## config.mk

```make
export PLATFORM = sky130hd
export DESIGN_NAME = instr_fetch_queue
export DESIGN_NICKNAME = d
export VERILOG_FILES = /design/src/rtl/fetch_pkg.sv /design/src/rtl/fetch_fifo.sv /design/src/rtl/instr_fetch_queue.sv
export SDC_FILE = /design/constraint.sdc
export NUM_CORES = 1
export LEC_CHECK = 0
export ABC_AREA = 1
export BUFFER_PORTS_ARGS = -buffer_cell sky130_fd_sc_hd__buf_4
export CAP_MARGIN = 25
export CORE_MARGIN = 2
export CORE_UTILIZATION = 55
export DETAILED_ROUTE_END_ITERATION = 12
export GPL_TIMING_DRIVEN = 0
export MAX_ROUTING_LAYER = met4
export PLACE_DENSITY = 0.74
export SLEW_MARGIN = 20
export SYNTH_ARGS = -nofsm -noshare
export SYNTH_HDL_FRONTEND = slang
export SYNTH_SLANG_ARGS = --single-unit
```

## constraint.sdc

```tcl
create_clock -name CLK -period 9.6 [get_ports CLK]
set_input_delay 0.48 -clock CLK [delete_from_list [all_inputs] [get_ports CLK]]
set_output_delay 0.48 -clock CLK [all_outputs]
set_load 0.05 [all_outputs]
```

## src/rtl/fetch_pkg.sv

```systemverilog
// ============================================================================
// fetch_pkg : shared types and defaults for the instruction fetch queue
// Rev 1.0
// ============================================================================
`default_nettype none

package fetch_pkg;

  localparam int XLEN_DEFAULT  = 32;
  localparam int DEPTH_DEFAULT = 4;

  // addi x0, x0, 0
  localparam logic [XLEN_DEFAULT-1:0] NOP = 32'h0000_0013;

  typedef struct packed {
    logic [XLEN_DEFAULT-1:0] pc;
    logic [XLEN_DEFAULT-1:0] instr;
  } fetch_entry_t;

endpackage

`default_nettype wire

```

## src/rtl/fetch_fifo.sv

```systemverilog
// ============================================================================
// fetch_fifo : DEPTH-entry synchronous FIFO of fetch_entry_t with flush
// Rev 1.0
// ============================================================================
`default_nettype none

module fetch_fifo
  import fetch_pkg::*;
#(
  parameter int DEPTH = DEPTH_DEFAULT
) (
  input  logic                     CLK,
  input  logic                     RESET,
  input  logic                     push,
  input  fetch_entry_t             push_data,
  input  logic                     pop,
  input  logic                     flush,
  output fetch_entry_t             head,
  output logic [$clog2(DEPTH):0]   count,
  output logic                     empty
);

  localparam int AW = $clog2(DEPTH);
  localparam int CW = AW + 1;

  fetch_entry_t       mem [DEPTH];
  logic [AW-1:0]      wr_ptr;
  logic [AW-1:0]      rd_ptr;
  logic               full;
  logic               push_ok;
  logic               pop_ok;

  assign empty   = (count == '0);
  assign full    = (count == CW'(DEPTH));
  assign push_ok = push && !full && !flush;
  assign pop_ok  = pop && !empty && !flush;
  assign head    = mem[rd_ptr];

  // Pointers are exactly log2(DEPTH) bits so they wrap modulo DEPTH for free.
  always_ff @(posedge CLK or posedge RESET) begin
    if (RESET) begin
      wr_ptr <= '0;
      rd_ptr <= '0;
      count  <= '0;
    end else if (flush) begin
      wr_ptr <= '0;
      rd_ptr <= '0;
      count  <= '0;
    end else begin
      if (push_ok) wr_ptr <= wr_ptr + 1'b1;
      if (pop_ok)  rd_ptr <= rd_ptr + 1'b1;
      case ({push_ok, pop_ok})
        2'b10:   count <= count + 1'b1;
        2'b01:   count <= count - 1'b1;
        default: count <= count;
      endcase
    end
  end

  always_ff @(posedge CLK) begin
    if (push_ok) mem[wr_ptr] <= push_data;
  end

endmodule

`default_nettype wire

```

## src/rtl/instr_fetch_queue.sv

```systemverilog
// ============================================================================
// instr_fetch_queue : credit-based fetch issue with a decode-side queue.
// Optional FETCH_BYPASS_EN forwards a response straight to decode when empty.
// Rev 1.0
// ============================================================================
`default_nettype none

module instr_fetch_queue
  import fetch_pkg::*;
#(
  parameter int DEPTH = DEPTH_DEFAULT,
  parameter int XLEN  = XLEN_DEFAULT   // must match the fetch_entry_t field width
) (
  input  logic            CLK,
  input  logic            RESET,
  input  logic [XLEN-1:0] PC,
  output logic            EN,
  input  logic            FLUSH,
  output logic            IMEM_REQ,
  output logic [XLEN-1:0] IMEM_ADDR,
  input  logic [XLEN-1:0] IMEM_RDATA,
  output logic [XLEN-1:0] INSTR,
  output logic [XLEN-1:0] INSTR_PC,
  output logic            VALID,
  input  logic            READY
);

  localparam int CW = $clog2(DEPTH) + 1;

  logic            inflight;
  logic [XLEN-1:0] tag;
  logic [CW-1:0]   occupancy;
  logic [CW:0]     credit_used;
  logic            issue;
  logic            response;
  logic            bypass;
  logic            push;
  logic            pop;
  logic            fifo_empty;
  fetch_entry_t    head;
  fetch_entry_t    resp_entry;
  logic [XLEN-1:0] hold_instr;
  logic [XLEN-1:0] hold_pc;

  // Credit counts both stored entries and the read still on its way back.
  assign credit_used = {1'b0, occupancy} + {{CW{1'b0}}, inflight};
  assign issue       = !RESET && !FLUSH && (credit_used < (CW+1)'(DEPTH));

  assign IMEM_REQ  = issue;
  assign IMEM_ADDR = PC;
  assign EN        = (issue || FLUSH) && !RESET;

  assign response   = inflight && !FLUSH;
  assign resp_entry = '{pc: tag, instr: IMEM_RDATA};

`ifdef FETCH_BYPASS_EN
  assign bypass = response && fifo_empty;
`else
  assign bypass = 1'b0;
`endif

  // A bypassed response that decode takes this cycle never enters the queue.
  assign push = response && !(bypass && READY);
  assign pop  = READY && !FLUSH;

  always_ff @(posedge CLK or posedge RESET) begin
    if (RESET) begin
      inflight <= 1'b0;
      tag      <= '0;
    end else begin
      inflight <= issue;
      if (issue) tag <= PC;
    end
  end

  fetch_fifo #(
    .DEPTH (DEPTH)
  ) u_fifo (
    .CLK       (CLK),
    .RESET     (RESET),
    .push      (push),
    .push_data (resp_entry),
    .pop       (pop),
    .flush     (FLUSH),
    .head      (head),
    .count     (occupancy),
    .empty     (fifo_empty)
  );

  always_comb begin
    VALID    = 1'b0;
    INSTR    = hold_instr;
    INSTR_PC = hold_pc;
    if (!fifo_empty) begin
      VALID    = !FLUSH;
      INSTR    = head.instr;
      INSTR_PC = head.pc;
    end else if (bypass) begin
      VALID    = 1'b1;
      INSTR    = IMEM_RDATA;
      INSTR_PC = tag;
    end
  end

  // Keeps the last presented instruction visible while the queue is empty.
  always_ff @(posedge CLK or posedge RESET) begin
    if (RESET) begin
      hold_instr <= '0;
      hold_pc    <= '0;
    end else begin
      hold_instr <= INSTR;
      hold_pc    <= INSTR_PC;
    end
  end

endmodule

`default_nettype wire

```

==> After elaboration in Yosys (flattened, before gate mapping) <==
Memory sizes are Yosys's and may differ from the RTL's.
Cells that the tools add are included.
{ "word_totals": {"ff_bits": 104, "mem_bits_rw": 256, "in_bits": 68, "output_inout_bits": 99, "word_cells": 46, "n_memories": 1} }
{ "mem_list": {"columns": ["memory", "words", "word_bits", "rd", "rd_clocked_by_memory_dff", "write_ports", "line_no", "rtl"], "rows": [
  ["u_fifo.mem", 4, 64, 1, 0, 1, "fetch_fifo.sv:26", "fetch_entry_t mem [DEPTH];"]
]} }
{ "classes": {"add_sub_neg": 5, "order_cmp": 1, "eq_ne": 3, "muxes": 11, "n_reduce_logical": 18} }
{ "op_table": {"columns": ["cell", "count"], "rows": [
  ["32-bit two-way mux", 2],
  ["1-bit logical AND", 9],
  ["2-bit two-way mux", 4],
  ["3-bit case mux with 2 select lines", 1],
  ["2-bit by 1-bit adder with 2-bit output, second input constant", 2],
  ["3-bit by 1-bit adder with 4-bit output", 1],
  ["1-bit zero test", 4],
  ["4-bit by 3-bit less-than comparator with 1-bit output, second input constant", 1],
  ["2-bit nonzero test", 2],
  ["3-bit by 1-bit adder with 3-bit output, second input constant", 1],
  ["3-bit == test, second input constant", 1],
  ["3-bit zero test", 1],
  ["1-bit two-way mux", 3],
  ["3-bit two-way mux", 1],
  ["3-bit nonzero test", 1],
  ["3-bit by 1-bit subtractor with 3-bit output, second input constant", 1],
  ["2-bit by 1-bit == test with 1-bit output, second input constant", 1],
  ["2-bit == test, second input constant", 1],
  ["1-bit logical OR", 1]
]} }

==> Longest topological paths before layout <==
{ "logic_depth": {"depth_word": 7, "ltp_mapped": 12, "mapped_depth_nobuf": 12} }

==> Hierarchy <==
Synthesis repeated with hierarchy kept, for this count alone.
{ "unflattened": {"cells_unflattened": 1007, "area_unflattened_um2": 14036.0} }
{ "by_module_without_submodules": {"columns": ["mod", "n_inst", "cells_each", "area_each_um2", "seq_area_each_um2"], "rows": [
  ["fetch_fifo", 1, 685, 9982.1, 7862.5],
  ["instr_fetch_queue", 1, 322, 4053.9, 2427.3]
]} }

==> Worst setup path after synthesis <==
No wires, ideal clock.
{ "synth_path": {"path_type": "in2out", "from": "input port RESET", "to": "output port EN", "arrival_time_ns": 4.130, "required_time_ns": 9.120, "slack_ns": 4.990, "path_stages": 4, "n_path_buf": 1, "cell_sequence": "inv_1 nand4_2 buf_2 a21oi_1"} }
{ "synth_via": {"elab_chain_len": 5} }
{ "synth_lines": {"columns": ["item", "line_no", "rtl"], "rows": [
  ["start: declaration", "instr_fetch_queue.sv:15", "input logic RESET,"],
  ["1-bit zero test (no line) (*)", null, null],
  ["1-bit logical AND (2 in series)", "instr_fetch_queue.sv:47", "assign issue = !RESET && !FLUSH && (credit_used < (CW+1)'(DEPTH));"],
  ["1-bit logical OR", "instr_fetch_queue.sv:51", "assign EN = (issue || FLUSH) && !RESET;"],
  ["1-bit logical AND (*)", "instr_fetch_queue.sv:51", null],
  ["end: declaration", "instr_fetch_queue.sv:17", "output logic EN,"]
]} }
Every way passes the cells marked *; elsewhere a longest branch is shown, timed or not.

==> Worst setup path in the final report <==
{ "layout_path": {"from": "register u_fifo.rd_ptr[0]", "to": "output port INSTR_PC[30]"} }
{ "layout_via": {"elab_chain_len": 2} }
{ "layout_lines": {"columns": ["item", "line_no", "rtl"], "rows": [
  ["start: declaration", "fetch_fifo.sv:28", "logic [AW-1:0] rd_ptr;"],
  ["start signal: assignment", "fetch_fifo.sv:51", "if (pop_ok) rd_ptr <= rd_ptr + 1'b1;"],
  ["memory read 4 x 64 bit", null, null],
  ["32-bit two-way mux", "instr_fetch_queue.sv:94", "if (!fifo_empty) begin"],
  ["end: declaration", "instr_fetch_queue.sv:23", "output logic [XLEN-1:0] INSTR_PC,"]
]} }
Every way passes these cells.

==> impl_summary.md <==
Critical path
The worst setup path is launched from a flip-flop. At the worst endpoint, the arrival time is between 2000 and 3000 ps. For the worst setup path, the data required time is 9120 ps.

The kind of capture point of the worst setup path is an output port. By startpoint and endpoint, the worst setup path is classified as reg2out. The largest fanout of any net on the critical path is 10.

Synthesis
In this run the biggest area consumer among cell types represents between 50% and 60% of the synthesized area. The proportion of register bits with asynchronous set or reset after synthesis is slightly below 30%. After synthesis, the most frequently instantiated cells are nor2_1, edfxtp_1, o21ai_0. The largest area contributor in the synthesized netlist is edfxtp_1. The cell with the most instances after synthesis is nor2_1.

A synthesized cell averages around 12 µm². Synthesis inferred between 300 and 400 register bits. The Yosys step of the flow raised 0 warnings. The synthesized netlist occupies a cell area of approximately 14000 µm².

The count of mapped cells out of synthesis is between 1000 and 1500. The count of different cell masters after synthesis is 22. In the post-synthesis netlist, the biggest area contributors are edfxtp_1, dfrtp_1, nor2_1.

The number of flops mapped to enable cells by yosys is roughly 260. The most used flip-flop cell after synthesis is edfxtp_1. The number of nets handed over by synthesis was 1201. Of the synthesized area, sequential elements account for approximately 75%.

Drt
The wire length per cell is ~19 µm. The number of design rule violations left after detail routing is 0. The first-pass iteration count of the detailed router is 5. The iteration-0 DRC count of the detailed router is 766. Detailed routing inserted a total of around 9000 vias. The remaining number of nets flagged by the antenna check after routing is 0. Wires add up to approximately 32000 µm. After detailed routing, the number of vias per cell comes to roughly 5.4.

Floorplan
In this run the standard cell core region covers 24500 µm². The top-level port count is about 170. Once the floorplan was initialized, standard cells occupied roughly 56% of the core. The floorplan row count is 57. The full die area is 26300 µm².

The height of the die is 162 µm. The floorplan step set the die width to approximately 160 µm.

Timing
Headroom to the max-slew limit came out at between 40% and 50%. The final setup slack of the worst path is around 6600 ps. Setup violations remaining at the end of the flow were counted as 0. At the pin with the least slew margin, the transition time is around 830 ps. The post-route minimum period is 3020 ps. The maximum operating frequency is approximately 330 MHz. The number of slew-limit violations in the final report was 0. Setup repair after global routing left no endpoint under its margin. Across the routed clock network, the largest skew measured is 15.9 ps. The sum of negative setup slack is 0 ps. The final cycle utilization of the critical path is between 30% and 40%. Hold is met by 21.7 ps. The number of endpoints with negative hold slack in the final report was 0.

Layout
The fraction of layout cells with a size suffix above 1 is about a quarter. The layout-stage area growth over the synthesis result is 23.1%. Measured on the finished design, the core utilization comes to about 70%.

In the final design database the tool counted between 1000 and 1500 nets. The total of fill cells in the finished design is around 1700.

Global routing
The maximum number of pins on one net before global-route repair is 61. Global routing consumed, over all layers together, approximately a quarter of the routing resources. Global routing used 31.7% of the available met1 tracks. The number of antenna violations at the first check in global routing is 1.

The met2 demand-to-capacity share in global routing is around two fifths. In this run the most used layer during global routing was met2. The first global-routing pass estimated between 40000 and 50000 µm of wire. The via count of the first global-routing pass is approximately 9400. The global route total overflow is 0. The global routing usage on met3 is approximately 4%.

Pwr
The static leakage is about 0.0067 µW. The maximum ir drop on the vdd rail is between 300 and 400 µV. In this run the power density over the cells is between 300 and 400 nW/µm².

Clock tree
The root buffer selected by CTS is clkbuf_16. The number of cells upsized or downsized after cts is 0. TritonCTS built the clock tree. The hold buffer count at CTS is 0. The number of buffers on the longest clock path is 3. CTS built an H-tree with a depth of 2. The clock net in this run drives a total of 360 sinks. After clock tree synthesis, the clock-pin slew on the worst setup and hold paths is around 60 ps. At the later pin of the worst-skew pair, clock insertion delay measures roughly 510 ps.

The number of setup buffers added after CTS is 0. The number of clock buffers inserted by TritonCTS is 36.

Placement
Routability-driven placement finished with a final weighted congestion of ~0.81. OpenSTA, run right after detailed placement, puts the worst setup slack at between 6000 and 7000 ps. Input and output buffers added on the ports amount to about 170. After legalization and detailed placement, the total HPWL measured between 20000 and 25000 µm.

Job
The count of max-cap constraint violations is 0.

Worst hold path
The type of the most critical hold path is in2async.

Run status
The flow ran to the end, and the final reports show no timing, DRC or antenna violations.
==> sequential cells by signal (all words and copies together) (netlist names) <==
| name | cells |
|---|---|
| hold_instr | 32 |
| hold_pc | 32 |
| inflight | 1 |
| tag | 32 |
| u_fifo.count | 3 |
| u_fifo.mem | 256 |
| u_fifo.rd_ptr | 2 |
| u_fifo.wr_ptr | 2 |
==> worst max-delay path, stage by stage (launching register included) <==
cell	delay, ps
dfrtp_1	430
inv_2	110
buf_4	210
clkbuf_1	440
o21ai_0	200
a31oi_1	360
buf_4	270
==> path summary, 6_finish.rpt <==
path | start | endpoint | slack [ps] | depth (start not counted)
worst min-delay path | RESET | hold_instr[5] | 20 | 2
min in group CLK | IMEM_RDATA[0] | u_fifo.mem[3][0] | 170 | 1
max in group asynchronous | RESET | tag[4] | 8870 | 3
worst max-delay path | u_fifo.rd_ptr[0] | INSTR_PC[30] | 6580 | 6
worst min register to register | tag[19] | u_fifo.mem[3][51] | 500 | 0
worst max register to register | u_fifo.count[0] | u_fifo.mem[2][25] | 7300 | 6
==> where the power goes <==
group	internal, µW	switching, µW
Sequential	1970	121
Clock	807	566
Combinational	771	2120
==> layout by cell type (no fill, tap or decap), types with 2 or more instances in the layout <==
cell type / count
a21oi_1: 3
a31oi_1: 64
buf_1: 2
buf_12: 2
buf_16: 10
buf_2: 38
buf_4: 205
bufinv_16: 3
clkbuf_1: 20
clkbuf_16: 37
clkbuf_8: 2
clkinv_1: 3
clkinv_2: 7
clkinv_4: 4
clkinvlp_4: 2
dfrtp_1: 104
edfxtp_1: 256
ha_1: 4
inv_1: 10
inv_2: 5
inv_6: 2
nand2_1: 115
nand2_2: 2
nand3_1: 7
nor2_1: 323
nor2_4: 5
o21ai_0: 125
o21ai_1: 6
==> metal layers <==
metal,share of wire (%),routed length [µm]
met1,40,12700
met2,50,15900
met3,7.6,2430
met4,2.8,898
met5,0,0
==> final cells by class <==
type / count / area [µm²] / share of cell area, %
Antenna cell: 1 / 2.50 / 0.0147
Buffer: 94 / 547 / 3.22
Clock buffer: 44 / 972 / 5.73
Clock inverter: 20 / 195 / 1.15
Inverter: 16 / 65.1 / 0.383
Multi-Input combinational cell: 658 / 2920 / 17.2
Sequential cell: 360 / 10300 / 60.6
Tap cell: 324 / 405 / 2.39
Timing Repair Buffer: 179 / 1580 / 9.29
==> cells by family after synthesis <==
kind of cell             count (synthesis)  share of synthesized area (%)
adder cells (fa/ha/maj)                  5                          0.508
AND/OR/NAND/NOR                        453                           12.6
XOR/XNOR                                 1                         0.0635
AO/OA/AOI/OAI                          199                           7.83
buffers and inverters                  110                           4.40
flip-flops                             360                           74.6
==> per-stage QoR <==
stage	total power, µW	instance area [µm²]	cells
after floorplan	4060	13800	1128
after global placement	4930	15400	1618
after detailed placement	5010	15800	1631
after CTS	6380	17000	1695
after global routing	6640	17000	1696
final	6360	17000	1696
(Power assumes the default switching activity.)
